--- src/rtl/operand_feeder.sv ---
// Loads a 4x4 A/B operand pair from two registered-read memory ports and streams it skewed
// onto the systolic array edges. Define FEEDER_BUSY_ERR_EN to enable the sticky start-while-busy flag.
module operand_feeder #(
   parameter int ADDR_W = 7,
   parameter int DATA_W = 16
) (
   input  logic                  clk,
   input  logic                  rst_n,
   input  logic                  start,
   input  logic [ADDR_W-1:0]     base_A,
   input  logic [ADDR_W-1:0]     base_B,
   output logic                  en_A,
   output logic                  en_B,
   output logic [ADDR_W-1:0]     read_addr_A,
   output logic [ADDR_W-1:0]     read_addr_B,
   input  logic [DATA_W-1:0]     read_data_A,
   input  logic [DATA_W-1:0]     read_data_B,
   output logic [4*DATA_W-1:0]   a_out,
   output logic [4*DATA_W-1:0]   b_out,
   output logic                  valid,
   output logic                  busy,
   output logic                  done,
   output logic                  err
);

   typedef enum logic [1:0] {IDLE, LOAD, STREAM, DONE} state_t;

   state_t              state_q, state_d;
   logic [4:0]          cnt_q, cnt_d;
   logic [2:0]          beat_q, beat_d;
   logic                en_q, en_d;
   logic [ADDR_W-1:0]   addr_a_q, addr_a_d;
   logic [ADDR_W-1:0]   addr_b_q, addr_b_d;
   logic [4*DATA_W-1:0] a_out_q, a_out_d;
   logic [4*DATA_W-1:0] b_out_q, b_out_d;
   logic                valid_q, valid_d;
   logic                busy_q, busy_d;
   logic                done_q, done_d;
   logic                err_q, err_d;

   logic                cap;
   logic [3:0]          cap_idx;
   logic                emit;
   logic [2:0]          emit_beat;
   logic [3:0]          off;

   logic [DATA_W-1:0]   a_buf_q [16];
   logic [DATA_W-1:0]   b_buf_q [16];

   // cnt_q counts LOAD cycles 0..16: cycle k issues read k (k<=15) and captures read k-1 (k>=1)
   always_comb begin
      state_d   = state_q;
      cnt_d     = cnt_q;
      beat_d    = beat_q;
      en_d      = 1'b0;
      addr_a_d  = addr_a_q;
      addr_b_d  = addr_b_q;
      done_d    = 1'b0;
      cap       = 1'b0;
      cap_idx   = 4'(cnt_q - 5'd1);
      emit      = 1'b0;
      emit_beat = 3'd0;
      case (state_q)
         IDLE: begin
            if (start) begin
               state_d  = LOAD;
               cnt_d    = 5'd0;
               en_d     = 1'b1;
               addr_a_d = base_A;
               addr_b_d = base_B;
            end
         end
         LOAD: begin
            cnt_d = cnt_q + 5'd1;
            cap   = (cnt_q != 5'd0);
            if (cnt_q < 5'd15) begin
               en_d     = 1'b1;
               addr_a_d = addr_a_q + ADDR_W'(1);
               addr_b_d = addr_b_q + ADDR_W'(1);
            end
            if (cnt_q == 5'd16) begin
               state_d   = STREAM;
               cnt_d     = 5'd0;
               beat_d    = 3'd0;
               emit      = 1'b1;
               emit_beat = 3'd0;
            end
         end
         STREAM: begin
            if (beat_q == 3'd6) begin
               state_d = DONE;
               done_d  = 1'b1;
            end else begin
               beat_d    = beat_q + 3'd1;
               emit      = 1'b1;
               emit_beat = beat_q + 3'd1;
            end
         end
         DONE: begin
            state_d = IDLE;
         end
         default: begin
            state_d = IDLE;
         end
      endcase
      valid_d = emit;
      busy_d  = (state_d != IDLE);
`ifdef FEEDER_BUSY_ERR_EN
      err_d   = err_q | (start & busy_q);
`else
      err_d   = 1'b0;
`endif
   end

   // Diagonal skew: row lane i carries A[i][t-i], column lane j carries B[t-j][j]
   always_comb begin
      a_out_d = '0;
      b_out_d = '0;
      off     = '0;
      for (int i = 0; i < 4; i++) begin
         off = {1'b0, emit_beat} - 4'(i);
         if (emit && ({1'b0, emit_beat} >= 4'(i)) && (off <= 4'd3)) begin
            a_out_d[i*DATA_W +: DATA_W] = a_buf_q[{2'(i), off[1:0]}];
            b_out_d[i*DATA_W +: DATA_W] = b_buf_q[{off[1:0], 2'(i)}];
         end
      end
   end

   always_ff @(posedge clk or negedge rst_n) begin
      if (!rst_n) begin
         state_q  <= IDLE;
         cnt_q    <= 5'd0;
         beat_q   <= 3'd0;
         en_q     <= 1'b0;
         addr_a_q <= '0;
         addr_b_q <= '0;
         a_out_q  <= '0;
         b_out_q  <= '0;
         valid_q  <= 1'b0;
         busy_q   <= 1'b0;
         done_q   <= 1'b0;
         err_q    <= 1'b0;
      end else begin
         state_q  <= state_d;
         cnt_q    <= cnt_d;
         beat_q   <= beat_d;
         en_q     <= en_d;
         addr_a_q <= addr_a_d;
         addr_b_q <= addr_b_d;
         a_out_q  <= a_out_d;
         b_out_q  <= b_out_d;
         valid_q  <= valid_d;
         busy_q   <= busy_d;
         done_q   <= done_d;
         err_q    <= err_d;
      end
   end

   // Operand buffers are fully rewritten before any beat reads them, so they carry no reset
   always_ff @(posedge clk) begin
      if (cap) begin
         a_buf_q[cap_idx] <= read_data_A;
         b_buf_q[cap_idx] <= read_data_B;
      end
   end

   assign en_A        = en_q;
   assign en_B        = en_q;
   assign read_addr_A = addr_a_q;
   assign read_addr_B = addr_b_q;
   assign a_out       = a_out_q;
   assign b_out       = b_out_q;
   assign valid       = valid_q;
   assign busy        = busy_q;
   assign done        = done_q;
   assign err         = err_q;

endmodule
--- config.mk ---
export PLATFORM = sky130hd
export DESIGN_NAME = operand_feeder
export DESIGN_NICKNAME = d
export VERILOG_FILES = /design/src/rtl/operand_feeder.sv
export SDC_FILE = /design/constraint.sdc
export NUM_CORES = 1
export LEC_CHECK = 0
export ABC_AREA = 0
export BUFFER_PORTS_ARGS = -buffer_cell sky130_fd_sc_hd__buf_2
export CORE_MARGIN = 4
export CORE_UTILIZATION = 35
export CTS_CLUSTER_SIZE = 24
export DETAILED_ROUTE_END_ITERATION = 10
export PLACE_DENSITY = 0.57
export SKIP_LAST_GASP = 1
export SYNTH_ARGS = -nofsm -noshare
export SYNTH_HDL_FRONTEND = slang
export SYNTH_SLANG_ARGS = --single-unit
--- constraint.sdc ---
create_clock -name clk -period 4.9 [get_ports clk]
set_clock_uncertainty 0.1 [all_clocks]
set_input_delay 0.245 -clock clk [delete_from_list [all_inputs] [get_ports clk]]
set_output_delay 0.245 -clock clk [all_outputs]
set_load 0.05 [all_outputs]
# ---- Word level (Yosys, flattened, before mapping)
# Memory sizes are Yosys's and may differ from the RTL's.
# Cells that the tools add are included.
dict set report op_classes {
  mux 37
  n_lt_le_gt_ge 8
  n_eq_ne 9
  addsub 8
  n_reduce_logical 15
}
# cell count
set ops {}
lappend ops {{$mux W16} 8}
lappend ops {{$mux W7} 4}
lappend ops {{$pmux W7 S2} 2}
lappend ops {{$add A7 B1 Y7 const B} 2}
lappend ops {{$le A4 B2 Y1 const B} 3}
lappend ops {{$mux W3} 4}
lappend ops {{$mux W5} 2}
lappend ops {{$pmux W5 S2} 1}
lappend ops {{$mux W1} 9}
lappend ops {{$ne A2 B2 Y1 const B} 4}
lappend ops {{$pmux W2 S4} 1}
lappend ops {{$sub A3 B2 Y4 const B} 2}
lappend ops {{$logic_and A1 B1 Y1} 7}
lappend ops {{$ge A3 B2 Y1 const B} 2}
lappend ops {{$mux W2} 3}
lappend ops {{$pmux W3 S2} 1}
lappend ops {{$reduce_and A3 Y1} 2}
lappend ops {{$reduce_bool A2 Y1} 3}
lappend ops {{$add A5 B1 Y5 const B} 1}
lappend ops {{$eq A5 B5 Y1 const B} 1}
lappend ops {{$lt A5 B4 Y1 const B} 1}
lappend ops {{$reduce_bool A5 Y1} 1}
lappend ops {{$eq A2 B2 Y1 const B} 2}
lappend ops {{$pmux W1 S2} 2}
lappend ops {{9 further kinds} 9}
dict set report totals {
  output_inout_bits 148
  wordCells 90
  ff_bits 156
  mem_count 2
  ramBits 512
}
# name words word_bits rd rd_ports_with_merged_regs write_ports line
set memory_table {}
lappend memory_table {a_buf_q 16 16 4 0 1 47} ;# logic [DATA_W-1:0] a_buf_q [16];
lappend memory_table {b_buf_q 16 16 4 0 1 48} ;# logic [DATA_W-1:0] b_buf_q [16];

# ---- Longest topological paths before layout
dict set report logic_depth {
  depth_word 7
  mapped_depth 15
  depth_no_buf 10
}

# ---- Worst setup path before layout
# Ideal clock, no wire load.
dict set report synth_path {
  path_type {reg2reg}
  start {register beat_q[0]}
  end {register a_out_q[48], in the netlist a_out[48]}
  t_arrival_ns 3.225
  path_stages_with_launch 14
  synth_period_minus_slack_ns 3.444
  slack_ns 1.456
  cell_sequence {dfrtp_1 -> inv_1 -> clkbuf_1 -> ha_1 -> a21bo_4 -> nor2_4 -> buf_4 -> buf_4 -> buf_4 -> ha_1 -> clkbuf_1 -> clkbuf_1 -> mux4_2 -> and2_1}
}
dict set report synth_between {
  elab_chain_len 7
}
# item line
set synth_lines {}
lappend synth_lines {{start: declaration} 30} ;# logic [2:0] beat_q, beat_d;
lappend synth_lines {{start signal: assignment} 146} ;# beat_q <= beat_d;
lappend synth_lines {{$add A3 B1 Y3 / $eq A3 B3 Y1 (equally long branches)} {96, 90}}
lappend synth_lines {{$mux W3} 90} ;# if (beat_q == 3'd6) begin
lappend synth_lines {{$mux W3} -}
lappend synth_lines {{$sub A3 B2 Y4 / $ge A3 B2 Y1 (equally long branches)} {121, 122}}
lappend synth_lines {{$le A4 B2 Y1 / $logic_and A1 B1 Y1 (equally long branches)} 122} ;# if (emit && ({1'b0, emit_beat} >= 4'(i)) && (off <= 4'd3)) begin
lappend synth_lines {{$logic_and A1 B1 Y1} 122}
lappend synth_lines {{$mux W16 *} 122}
lappend synth_lines {{named net a_out_d[48]} 34} ;# logic [4*DATA_W-1:0] a_out_q, a_out_d;
lappend synth_lines {{end signal: assignment} 150} ;# a_out_q <= a_out_d;
lappend synth_lines {{end: declaration} 34}
# Mark *: on every way through the listed nets, which the timed path passes. The rest lies on a longest branch.
# A chain may end at the register's enable or synchronous reset.

# ---- Final worst setup path
dict set report layout_path {
  start {register beat_q[0]}
  end {register a_out_q[46], in the netlist a_out[46]}
}
# The elaborated chain is that of the path after synthesis.

==> results.yml <==
logic_synthesis:
  synth-edff-count: 512
  async_reset_ff_share_pct: 23.4
  mappedNetlistNets: 1510
  synthFlopType: "edfxtp_1"
  synth_top_family_by_area: "multiplexers"
  synth_simple_gate_area_share_pct: 6.64
  ys_seq_area_share_pct: 76.6
  synth.avg_cell_area_sq_um: 17.5
  synth-adder-area-share_pct: 0.994
  muxShareOfSynthArea_pct: 7.60
  ys_seq_elements: 668
  netlist_instances: 1441
  ys_types: 53
  syn_area_sq_mm: 0.0252
  ys.warnings.count: 0
  synth_compound_area_share_pct: 6.35
  synth-xor-area-share_pct: 0.0696
status:
  outcome: "complete, no violations"
placement:
  io_buffers: 195
  dp_hpwl_um: 37300
  place_area_sq_mm: 0.0274
  gp_congestion: 0.779
floorplan:
  die_h_um: 276
  core-area_sq_mm: 0.0714
  io_pins: 197
  start_util_pct: 35.3
  die_area_sq_mm: 0.0763
  row_count: 98
  die_x_um: 276
worst_setup_path:
  worstSetupStartpointType: "register"
  cp_max_fo: 46
  reg2reg_from: "beat_q[0]"
  cp.arrival_ns: 4.23
  reg2reg_depth: 11
  cp_cell_sequence: "inv_1 > ha_1 > a21bo_4 > nor2_1 > inv_2 > ha_1 > inv_1 > a31oi_1 > or3b_1 > buf_4 > a211oi_1"
  cp_slowest_stage_delay_ns: 0.77
  worstSetupEndpointType: "register"
  critPathLaunch: "beat_q[0]"
  path_class: "reg2reg"
  crit_slowest_cell: "dfrtp_4"
  required_ns: 5.28
sta:
  tns_ns: 0
  slew_headroom_pct: 23.5
  clock.fmax_ghz: 0.260
  setup_viol: 0
  fin_crit_ns: 3.85
  fin_crit_sh_pct: 78.5
  report.final.hold_viol_count: 0
  maxSlewViolCount: 0
  worst_pin_slew_ns: 1.15
  grt_setup_unrepaired: "false"
pwr:
  power.density_mw_per_mm2: 467
  p_seq_share_pct: 48.6
  ir_drop_v: 0.000357
  total_leakage_power_uw: 0.0109
  switching_power_uw: 3600
  swShare_pct: 25.5
  combPwrFrac_pct: 12.0
  intPower_uw: 10500
  pwr-share-clk_pct: 39.4
cells_and_area:
  fillers: 6337
  final_core_util_pct: 42.5
  syn2layout_area_growth_pct: 20.3
  multi_input_area_sq_mm: 0.00558
  post_route_cells_drive_above_1_share_pct: 27.6
  seqCellArea_sq_mm: 0.0193
  final_cell_mix: "512 x edfxtp_1, 194 x buf_2, 155 x dfrtp_1"
  finalNetCount: 1771
  finalInstanceArea_sq_mm: 0.0303
  insertedDiodeCount: 0
  layout_commonest_cell: "edfxtp_1"
clocking:
  cts-root-buf: "clkbuf_16"
  cts_tree: "done"
  cts_setup_buffers: 0
  clk_latency_ns: 0.60
  cts_made_buffers: 72
  clockBufferDepth: 3
  cts.clk_slew.worst_paths_ns: 0.06
  htreeDepth: 3
  clock_sinks: 668
routing:
  routed_wl_um: 62300
  drt_iter0_drc: 1059
  drt_first_pass_iters: 5
  via_per_inst: 5.09
  vias: 13789
  wl_per_cell_um: 23.0
  drtAntennaViolNets: 0
  drc_errors: 0
global_route:
  grt.total_usage_pct: 16.1
  use_met2_pct: 26.5
  grt-ovfl-total: 0
  grt_max_degree: 157
  met3_usage_pct: 2.98
  antenna_found_initial: 2
  use_met1_pct: 22.1
  grt_pass1_vias: 14115
  grt_pass1_wl_um: 93600
  top_usage_layer: "met2"
flow_run:
  maxCapViolations: 0
worst_hold_path:
  hold_path_class: "in2async"
[sequential cells by signal, summed over array words and instances (netlist names)]
name	flops
a_buf_q	256
a_out	64
b_buf_q	256
b_out	64
beat_q	3
busy	1
cnt_q	5
done	1
en_A	1
read_addr_A	7
read_addr_B	7
state_q	2
valid	1
[logic make-up after synthesis]
group | count (synthesis)
buffers and inverters | 103
DFF | 668
and+or+nand+nor | 307
adders and majority gates | 20
AOI/OAI and AO/OA | 233
muxes | 107
other | 1
xor gates and xnor gates | 2
[final cells by class]
| type | instances | area share [%] |
|---|---|---|
| tap | 950 | 3.92 |
| clock inverter | 30 | 1.33 |
| clock buffer | 102 | 6.69 |
| inverter | 12 | 0.153 |
| multi-input combinational | 670 | 18.4 |
| timing repair buffer | 278 | 5.86 |
| sequential | 668 | 63.6 |
[timing repair]
item / CTS / global route
gates resized for setup: 0 / 0
hold buffers: 48 / 0
endpoints found under the hold margin: 655 / 0
[metrics by stage]
stage	hold slack, ns	total power, uW	std cells	worst slack, ns
3_5_place_dp	0.419	8680	2530	1.07
2_1_floorplan	-0.151	8010	1441	1.46
3_3_place_gp	0.408	8620	2530	1.14
5_1_grt	0.385	14700	2710	0.825
6_report	0.296	14100	2710	1.05
4_1_cts	0.328	14300	2710	1.03
[power by group through the flow]
stage | registers (uW) | clock network, uW | logic [uW]
floorplan | 7180 | 0 | 838
global placement | 6970 | 0 | 1650
finish | 6880 | 5560 | 1700
detailed placement | 6990 | 0 | 1690
global route | 6920 | 5940 | 1840
CTS | 6880 | 5690 | 1720
[worst max-delay path: cells and delay by family, from the launching register on]
family | cells | cell delay [ns]
AO/OA/AOI/OAI | 3 | 0.62
adder cells (fa/ha/maj) | 2 | 0.50
buffers and inverters | 4 | 0.68
flip-flops | 1 | 0.77
AND/OR/NAND/NOR | 2 | 1.04
[worst paths after layout]
path	to	slack, ns
worst min register to register	beat_q[1]	0.43
min in group clk	read_addr_B[6]	0.36
worst max register to register	a_out[46]	1.05
worst min-delay path	a_out[41]	0.30
max in group asynchronous	b_out[29]	3.69
worst max-delay path	a_out[46]	1.05
[synthesized netlist by cell type (all sizes together) (4+ instances only)]
library cell / count / area share (%)
mux2: 33 / 1.5
and3: 4 / 0.099
inv: 12 / 0.18
a31oi: 4 / 0.099
buf: 29 / 0.67
nand2: 88 / 1.3
o22ai: 48 / 1.2
a211oi: 34 / 1.4
dfrtp: 156 / 16
mux2i: 10 / 0.40
clkbuf: 62 / 0.92
a21oi: 56 / 1.1
nand2b: 33 / 0.82
a311oi: 32 / 1.1
and2: 34 / 0.84
nor2: 24 / 0.39
nor2b: 33 / 0.82
o2bb2ai: 4 / 0.14
mux4: 64 / 5.7
nand4: 4 / 0.099
or3: 64 / 1.6
o21ai: 43 / 0.85
nand3: 8 / 0.16
ha: 20 / 0.99
edfxtp: 512 / 61
[metal layers]
layer / part of all wire, % / wire [um] / vias to the layer above
met2: 49 / 30400 / 463
li1: - / - / 6099
met1: 43 / 26900 / 7144
met4: 2.2 / 1360 / 0
met5: 0 / 0 / -
met3: 5.9 / 3680 / 83
Power figures use the tool's default switching activity.
